==> src/rtl/block_field_pkg.sv <==
// Shared definitions for the brick field: level-load pattern encodings and row popcount.
package block_field_pkg;

  typedef enum logic [1:0] {
    LOAD_FULL      = 2'd0,
    LOAD_CHECKER   = 2'd1,
    LOAD_EVEN_ROWS = 2'd2,
    LOAD_EMPTY     = 2'd3
  } load_mode_e;

  // Widest row the popcount helper accepts; callers zero-extend narrower rows.
  localparam int unsigned POP_MAX_W = 64;

  function automatic int unsigned row_popcount(input logic [POP_MAX_W-1:0] bits);
    int unsigned n;
    n = 0;
    for (int i = 0; i < int'(POP_MAX_W); i++) n += 32'(bits[i]);
    return n;
  endfunction

endpackage

==> src/rtl/block_row_gen.sv <==
// Combinational pattern generator: one brick row for a given row index and load mode.
module block_row_gen
  import block_field_pkg::*;
#(
  parameter int unsigned NUM_COLS = 13,
  parameter int unsigned ROW_W    = 4,
  parameter int unsigned POP_W    = $clog2(NUM_COLS + 1)
) (
  input  logic [ROW_W-1:0]    row,
  input  load_mode_e          mode,
  output logic [NUM_COLS-1:0] bits,
  output logic [POP_W-1:0]    count
);

  logic row_odd;
  assign row_odd = (row & ROW_W'(1)) != '0;

  always_comb begin
    bits = '0;
    case (mode)
      LOAD_FULL:      bits = '1;
      LOAD_CHECKER:   for (int c = 0; c < int'(NUM_COLS); c++) bits[c] = ~(row_odd ^ 1'(c));
      LOAD_EVEN_ROWS: bits = row_odd ? '0 : '1;
      default:        bits = '0;
    endcase
  end

  assign count = POP_W'(row_popcount(POP_MAX_W'(bits)));

endmodule

==> src/rtl/block_field.sv <==
// Brick bitmap with level loader, row scan port for video and test-and-clear hit port.
module block_field
  import block_field_pkg::*;
#(
  parameter int unsigned NUM_ROWS = 16,
  parameter int unsigned NUM_COLS = 13,
  parameter int unsigned ROW_W    = $clog2(NUM_ROWS),
  parameter int unsigned COL_W    = $clog2(NUM_COLS),
  parameter int unsigned CNT_W    = $clog2(NUM_ROWS * NUM_COLS + 1)
) (
  input  logic                clk,
  input  logic                rst,
  input  logic                load_start,
  input  logic [1:0]          load_mode,
  output logic                busy,
  input  logic                scan_restart,
  input  logic                scan_next,
  output logic [ROW_W-1:0]    scan_row,
  output logic [NUM_COLS-1:0] scan_line,
  input  logic                hit_req,
  input  logic [ROW_W-1:0]    hit_row,
  input  logic [COL_W-1:0]    hit_col,
  output logic                hit_ack,
  output logic                hit_found,
  output logic [CNT_W-1:0]    remaining,
  output logic                all_clear
);

  localparam int unsigned POP_W = $clog2(NUM_COLS + 1);

  typedef enum logic {ST_IDLE, ST_LOAD} state_e;

  state_e              state;
  logic [NUM_COLS-1:0] field [NUM_ROWS];
  logic [ROW_W-1:0]    load_row;
  load_mode_e          load_mode_q;
  logic [NUM_COLS-1:0] gen_bits;
  logic [POP_W-1:0]    gen_count;
  logic                in_range_c;
  logic                hit_hit_c;

  block_row_gen #(
    .NUM_COLS(NUM_COLS),
    .ROW_W   (ROW_W),
    .POP_W   (POP_W)
  ) u_row_gen (
    .row  (load_row),
    .mode (load_mode_q),
    .bits (gen_bits),
    .count(gen_count)
  );

  assign busy      = (state == ST_LOAD);
  assign scan_line = busy ? '0 : field[scan_row];

  // A hit only lands on an in-range, present brick while the loader is idle.
  assign in_range_c = (32'(hit_row) < NUM_ROWS) && (32'(hit_col) < NUM_COLS);
  assign hit_hit_c  = hit_req && (state == ST_IDLE) && in_range_c && field[hit_row][hit_col];

  always_ff @(posedge clk) begin
    if (rst) begin
      for (int r = 0; r < int'(NUM_ROWS); r++) field[r] <= '0;
      state       <= ST_IDLE;
      load_row    <= '0;
      load_mode_q <= LOAD_EMPTY;
      scan_row    <= '0;
      remaining   <= '0;
      hit_ack     <= 1'b0;
      hit_found   <= 1'b0;
      all_clear   <= 1'b0;
    end else begin
      hit_ack   <= hit_req;
      hit_found <= hit_hit_c;
      all_clear <= 1'b0;

      if (hit_hit_c) begin
        field[hit_row][hit_col] <= 1'b0;
        remaining               <= remaining - CNT_W'(1);
        all_clear               <= (remaining == CNT_W'(1));
      end

      if (scan_restart) begin
        scan_row <= '0;
      end else if (scan_next) begin
        scan_row <= (scan_row == ROW_W'(NUM_ROWS - 1)) ? '0 : scan_row + ROW_W'(1);
      end

      // Load start overrides the hit's remaining update; the hit still sees the old field.
      case (state)
        ST_IDLE: begin
          if (load_start) begin
            state       <= ST_LOAD;
            load_row    <= '0;
            load_mode_q <= load_mode_e'(load_mode);
            remaining   <= '0;
          end
        end
        ST_LOAD: begin
          field[load_row] <= gen_bits;
          remaining       <= remaining + CNT_W'(gen_count);
          load_row        <= load_row + ROW_W'(1);
          if (load_row == ROW_W'(NUM_ROWS - 1)) state <= ST_IDLE;
        end
        default: state <= ST_IDLE;
      endcase
    end
  end

endmodule

==> config.mk <==
export PLATFORM = sky130hd
export DESIGN_NAME = block_field
export DESIGN_NICKNAME = d
export VERILOG_FILES = /design/src/rtl/block_field_pkg.sv /design/src/rtl/block_row_gen.sv /design/src/rtl/block_field.sv
export SDC_FILE = /design/constraint.sdc
export NUM_CORES = 1
export LEC_CHECK = 0
export ABC_AREA = 0
export BUFFER_PORTS_ARGS = -buffer_cell sky130_fd_sc_hd__buf_2
export CORE_UTILIZATION = 40
export CTS_CLUSTER_SIZE = 24
export DETAILED_ROUTE_END_ITERATION = 16
export PLACE_DENSITY_LB_ADDON = 0.05
export SLEW_MARGIN = 20
export SYNTH_ARGS = -nofsm -noshare
export SYNTH_HDL_FRONTEND = slang
export SYNTH_HIERARCHICAL = 1
export SYNTH_SLANG_ARGS = --single-unit
export TNS_END_PERCENT = 100
==> constraint.sdc <==
create_clock -name clk -period 3.55 [get_ports clk]
set_input_delay 0.1775 -clock clk [delete_from_list [all_inputs] [get_ports clk]]
set_output_delay 0.1775 -clock clk [all_outputs]
set_load 0.02 [all_outputs]
==> flow_summary.json, run 1 <==
{
  "synth_flop_cell": "edfxtp_1",
  "cts_resized": 0,
  "relSlewSlack_pct": 30.5,
  "dp_hpwl_um": 31900,
  "period_needed_ns": 3.40,
  "insertion_delay_ns": 0.57,
  "clkTransAtPathRegs_ns": 0.06,
  "cp-end-kind": "register",
  "endpoint": "field[7][10]",
  "clock-sinks": 234,
  "grt_pass1_vias": 10595,
  "drive_gt1_share_pct": 23.0,
  "num_rows": 68,
  "peakVddDrop_mv": 0.393,
  "yosysTopAreaCell": "edfxtp_1",
  "reg2reg_to": "field[7][10]",
  "synth_cell_types": 66,
  "p_leak_nw": 5.90,
  "vias_per_cell": 6.13,
  "grt_setup_unrepaired": "false",
  "r2r_slack_ns": 0.15,
  "clock-root-buffer": "clkbuf_16",
  "postSynthAreaPerCell_um2": 11.4,
  "synth_edf_count": 208,
  "synth_area_mm2": 0.0141,
  "r2r_cells": 10,
  "crit_start": "field[8][5]",
  "cp.arrival_ns": 3.73,
  "fin_crit_sh_pct": 95.7,
  "cts_tree": "built",
  "grt_max_degree": 103,
  "status": "finished, final reports clean",
  "initial_core_util_pct": 40.8,
  "crit_type": "reg -> reg",
  "drtIter0Drc": 1004,
  "area_growth_pct": 14.2,
  "ff_latch_area_mm2": 0.00677,
  "totalWireLength_um": 47200,
  "drv_cap": 0,
  "fill_cells": 3273,
  "multiInputGateArea_mm2": 0.00671,
  "yosysMostFrequentCell": "nor2_1",
  "coreArea_mm2": 0.0347,
  "ant_nets": 0,
  "required_ns": 3.88,
  "postSynthCellCount": 1245,
  "clockBufferDepth": 3,
  "gr-usage-all-layers_pct": 26.6,
  "wl_per_cell_um": 26.8,
  "nNetsFinal": 1305,
  "drt_first_pass_iters": 5,
  "gp_congestion": 0.883,
  "synth_top_area_share_pct": 44.1,
  "setup_violations": 0,
  "num_vias": 10784,
  "synth.top_cells.by_area": "edfxtp_1 44%, mux4_2 17%, nor2_1 6.7%",
  "antenna_found_initial": 0,
  "die_w_um": 190,
  "synth-seq-cells": 234,
  "worst-path-max-fanout": 16,
  "synth.yosys.seq_area_share_pct": 47.8,
  "reg2reg_from": "field[8][5]",
  "die_area_mm2": 0.0361,
  "tns_ns": 0,
  "drc": 0,
  "final_util_pct": 46.5,
  "h-tree-depth": 1,
  "clock_skew_ns": 0.0224,
  "io_pins": 45,
  "synth_nets": 1270,
  "slew_violations": 0,
  "async_flop_share_pct": 0,
  "max_freq_mhz": 294,
  "grt_pass1_wl_um": 70300,
  "cts_inserted_buffers": 29,
  "worst_pin_slew_ns": 1.04,
  "die_y_um": 190,
  "synth.top_cells.by_count": "252 x nor2_1, 208 x edfxtp_1, 109 x mux4_2",
  "cp-start-kind": "register",
  "p_per_area_mw_per_mm2": 441,
  "hold_violations": 0,
  "yosys_warnings": 6,
  "min_path_type": "in -> reg",
  "portBuffers": 44,
  "grt_overflow_total": 0
}
==> what timing repair did <==
action	in CTS	in global routing
hold buffers	5	0
endpoints found under the hold margin	11	0
setup buffers	0	0
==> worst min-delay path by stage <==
stage / start / end / cells past startpoint / slack (ns)
2_1_floorplan: scan_restart / register / 1 / 0.26
3_3_place_gp: scan_restart / register / 2 / 0.41
3_5_place_dp: load_mode[1] / load_mode_q[1] / 3 / 0.41
4_1_cts: scan_next / scan_row[1] / 3 / 0.0005
5_1_grt: scan_next / scan_row[1] / 3 / 0.04
6_report: scan_next / scan_row[1] / 3 / 0.02
==> state kept, by name, summed over array words and instances, names as in the netlist, named ones only <==
| register | flops |
|---|---|
| scan_row | 4 |
| hit_ack | 1 |
| hit_found | 1 |
| busy | 1 |
| all_clear | 1 |
| field | 208 |
| load_mode_q | 2 |
| load_row | 4 |
| remaining | 8 |
==> cell usage in the layout (no fill, tap or decap), types with 12 or more instances in the layout <==
cell type	count
nand2_1	59
buf_4	85
a21boi_0	19
clkbuf_16	29
and2_1	21
nor2_1	251
mux2i_1	28
nor3_1	16
edfxtp_1	208
dfxtp_1	24
a21o_1	81
buf_12	12
a21boi_1	30
a21oi_1	18
nor2b_1	13
o21ai_0	91
buf_2	42
mux4_2	109
==> kinds of logic after synthesis <==
group           count (synthesis)  share of synthesized area (%)
simple gates                  399                           12.0
compound gates                307                           14.8
flops                         234                           47.8
buf+inv                       153                           4.77
mux                           140                           19.6
fa+ha+maj                       9                          0.849
xor+xnor                        3                          0.186
==> critical path, cell delays in order (launching register included) <==
cell,delay (ns)
edfxtp_1,0.41
mux4_2,0.46
mux2_2,0.28
a22oi_1,0.28
buf_4,0.18
a32oi_1,0.05
a32oi_1,0.30
buf_4,0.18
nand3_1,0.19
a41o_1,0.55
a21o_1,0.29
==> metrics by stage <==
step / hold slack [ns] / total power, W / area [µm²] / instances / setup slack [ns]
2_1_floorplan: 0.262 / 0.00391 / 14100 / 1245 / 0.541
3_3_place_gp: 0.414 / 0.00429 / 15200 / 1699 / 0.0367
3_5_place_dp: 0.405 / 0.00429 / 15200 / 1699 / 0.0301
4_1_cts: 0.000476 / 0.00717 / 16100 / 1758 / 0.109
5_1_grt: 0.0445 / 0.00736 / 16200 / 1758 / 0.0387
6_report: 0.0229 / 0.00712 / 16200 / 1759 / 0.152
==> area by class of cell <==
type | count | area share [%]
Antenna cell | 1 | 0.0155
Clock buffer | 42 | 4.98
Clock inverter | 12 | 0.651
Inverter | 13 | 0.310
Multi-Input combinational cell | 858 | 41.6
Sequential cell | 234 | 41.9
Tap cell | 455 | 3.52
Timing Repair Buffer | 144 | 7.05
==> metal layers <==
| layer | up-vias | part of all wire (%) | global-route usage [%] |
|---|---|---|---|
| met5 | - | 0 | 0 |
| met4 | 0 | 3.3 | 8.50 |
| met3 | 82 | 6.2 | 3.41 |
| met2 | 416 | 47 | 42.1 |
| met1 | 5542 | 44 | 37.8 |
| li1 | 4744 | - | - |
==> report_power, final <==
group	switching, W	internal (W)	total, W
logic	0.000620	0.000432	0.00105
registers	0.0000847	0.00311	0.00320
clock network	0.00117	0.00170	0.00287
total	0.00187	0.00525	0.00712
Note: power is estimated with default switching activity, not from simulation.
==> run 2: changes to the inputs <==
CORE_UTILIZATION = 62   (was 40)
==> flow_summary.json, run 2 (synthesized netlist as in run 1, its figures left out) <==
{
  "grt_pass1_vias": 10648,
  "hold_violations": 0,
  "gr-usage-all-layers_pct": 34.8,
  "mostFrequentLayoutCell": "nor2_1",
  "reg2reg_from": "field[11][5]",
  "cp-start-kind": "register",
  "drc": 0,
  "clock-sinks": 234,
  "grt_setup_unrepaired": "true",
  "coreArea_mm2": 0.0221,
  "drv_cap": 0,
  "cp_slowest_stage_delay_ns": 0.86,
  "cts_inserted_buffers": 26,
  "die_area_mm2": 0.0234,
  "cts_tree": "built",
  "ff_latch_area_mm2": 0.00677,
  "num_vias": 10746,
  "status": "finished, final reports clean",
  "cts_resized": 0,
  "relSlewSlack_pct": 29.6,
  "cp_slowest_cell": "a21oi_1",
  "stdcell_count": 1551,
  "whs_ns": 0.0182,
  "total_power_w": 0.00694,
  "die_w_um": 153,
  "crit_type": "reg -> reg",
  "totalWireLength_um": 39500,
  "initial_core_util_pct": 64.0,
  "cp.arrival_ns": 3.69,
  "cp_common_cell": "a32oi_1",
  "dp_hpwl_um": 27000,
  "mostFrequentLayoutCells": "251 x nor2_1, 208 x edfxtp_1, 109 x mux4_2",
  "p_per_area_mw_per_mm2": 444,
  "largest_reg_flops": 208,
  "slew_violations": 0,
  "wl_per_cell_um": 25.4,
  "clkTransAtPathRegs_ns": 0.06,
  "min_path_type": "in -> reg",
  "period_needed_ns": 3.45,
  "clock_skew_ns": 0.00879,
  "reg2reg_to": "field[2][7]",
  "grt_max_degree": 96,
  "grt_pass1_wl_um": 61600,
  "max_freq_mhz": 290,
  "num_rows": 54,
  "ant_nets": 0,
  "post-place-ws_ns": -0.218,
  "drive_gt1_share_pct": 21.7,
  "die_y_um": 153,
  "r2r_cells": 8,
  "required_ns": 3.79,
  "multiInputGateArea_mm2": 0.00672,
  "top_register": "field",
  "grt_overflow_total": 0,
  "layout_setup_ws_ns": 0.0993,
  "min_path_cells": 3,
  "insertion_delay_ns": 0.54,
  "worst_pin_slew_ns": 1.06,
  "drt_first_pass_iters": 6,
  "p_leak_nw": 5.75,
  "reg_top3": "field: 208 flops, remaining: 8 flops",
  "antenna_cells": 0,
  "postPlaceCellArea_mm2": 0.0147,
  "nNetsFinal": 1277,
  "clock-root-buffer": "clkbuf_16",
  "portBuffers": 44,
  "setup_violations": 0,
  "worst-path-max-fanout": 16,
  "peakVddDrop_mv": 0.398,
  "path_cells": "mux4_2 -> mux2_2 -> a22oi_1 -> a32oi_1 -> a32oi_1 -> nor4_1 -> a21oi_1 -> o21ai_0",
  "fill_cells": 1640,
  "fin_crit_sh_pct": 97.2,
  "h-tree-depth": 1,
  "drtIter0Drc": 1410,
  "hold_start": "scan_next",
  "antenna_found_initial": 1,
  "area_growth_pct": 10.5,
  "post-route-cell-area_mm2": 0.0156,
  "r2r_slack_ns": 0.1,
  "vias_per_cell": 6.93,
  "dp_cells": 1498,
  "gp_congestion": 0.903,
  "cp-end-kind": "register",
  "clockBufferDepth": 3,
  "io_pins": 45
}
[run 2: cell types whose count changed in the layout (fill, tap and decap cells not counted), sizes merged]
| cell | before | now |
|---|---|---|
| buf | 139 | 113 |
| clkbuf | 42 | 29 |
| clkinv | 10 | 15 |
| bufinv | 2 | 4 |
| diode | 1 | 0 |
| dlygate4sd3 | 5 | 6 |
| inv | 13 | 12 |
[run 2: timing repair]
item | 4_1_cts | 5_1_grt
endpoints found under the hold margin | 13 | 0
hold buffers | 6 | 0
setup buffers | 0 | 0
setup endpoints to repair | 0 | 28
[run 2: how the worst max path moves through the flow]
| stage | start | end | slack [ns] |
|---|---|---|---|
| floorplan | hit_row[1] | field[0][1] | 0.54 |
| global placement | hit_row[0] | field[4][4] | -0.03 |
| detailed placement | hit_row[0] | field[8][4] | -0.22 |
| CTS | field[11][5] | field[8][4] | 0.05 |
| global route | field[11][5] | field[4][7] | -0.08 |
| finish | field[11][5] | field[2][7] | 0.1 |
[run 2: area by class of cell]
cell class              instances  area share, %
clock buffers                  29           4.23
clock inverters                18           1.24
inverters                      13          0.320
multi-input cells             858           43.0
flip-flops and latches        234           43.3
well taps                     280           2.24
repair buffers                119           5.70
[run 2: stage by stage]
stage | TNS, ns | util, %
floorplan | 0 | -
global placement | -0.251 | 66.6
detailed placement | -3.41 | 66.6
CTS | 0 | 70.7
global route | -1.29 | 70.8
finish | 0 | 70.8
[run 2: layer usage]
layer	vias to the layer above	global-route usage, %	part of all wire [%]
met5	-	0	0
met4	0	13.4	4.0
met3	103	7.06	11
met2	606	55.9	48
met1	5351	47.1	38
li1	4686	-	-
[run 2: where the power goes]
part / leakage (nW) / internal (W) / switching, W
combinational: 2.98 / 0.000415 / 0.000580
sequential: 2.34 / 0.00311 / 0.0000851
clock: 0.424 / 0.00163 / 0.00112
total: 5.75 / 0.00515 / 0.00178
[run 2: critical path: cells and delay by family, from the launching register on]
kind | cells | cell delay, ns
AOI/OAI and AO/OA | 5 | 1.83
DFF | 1 | 0.39
muxes | 2 | 0.74
and+or+nand+nor | 1 | 0.18
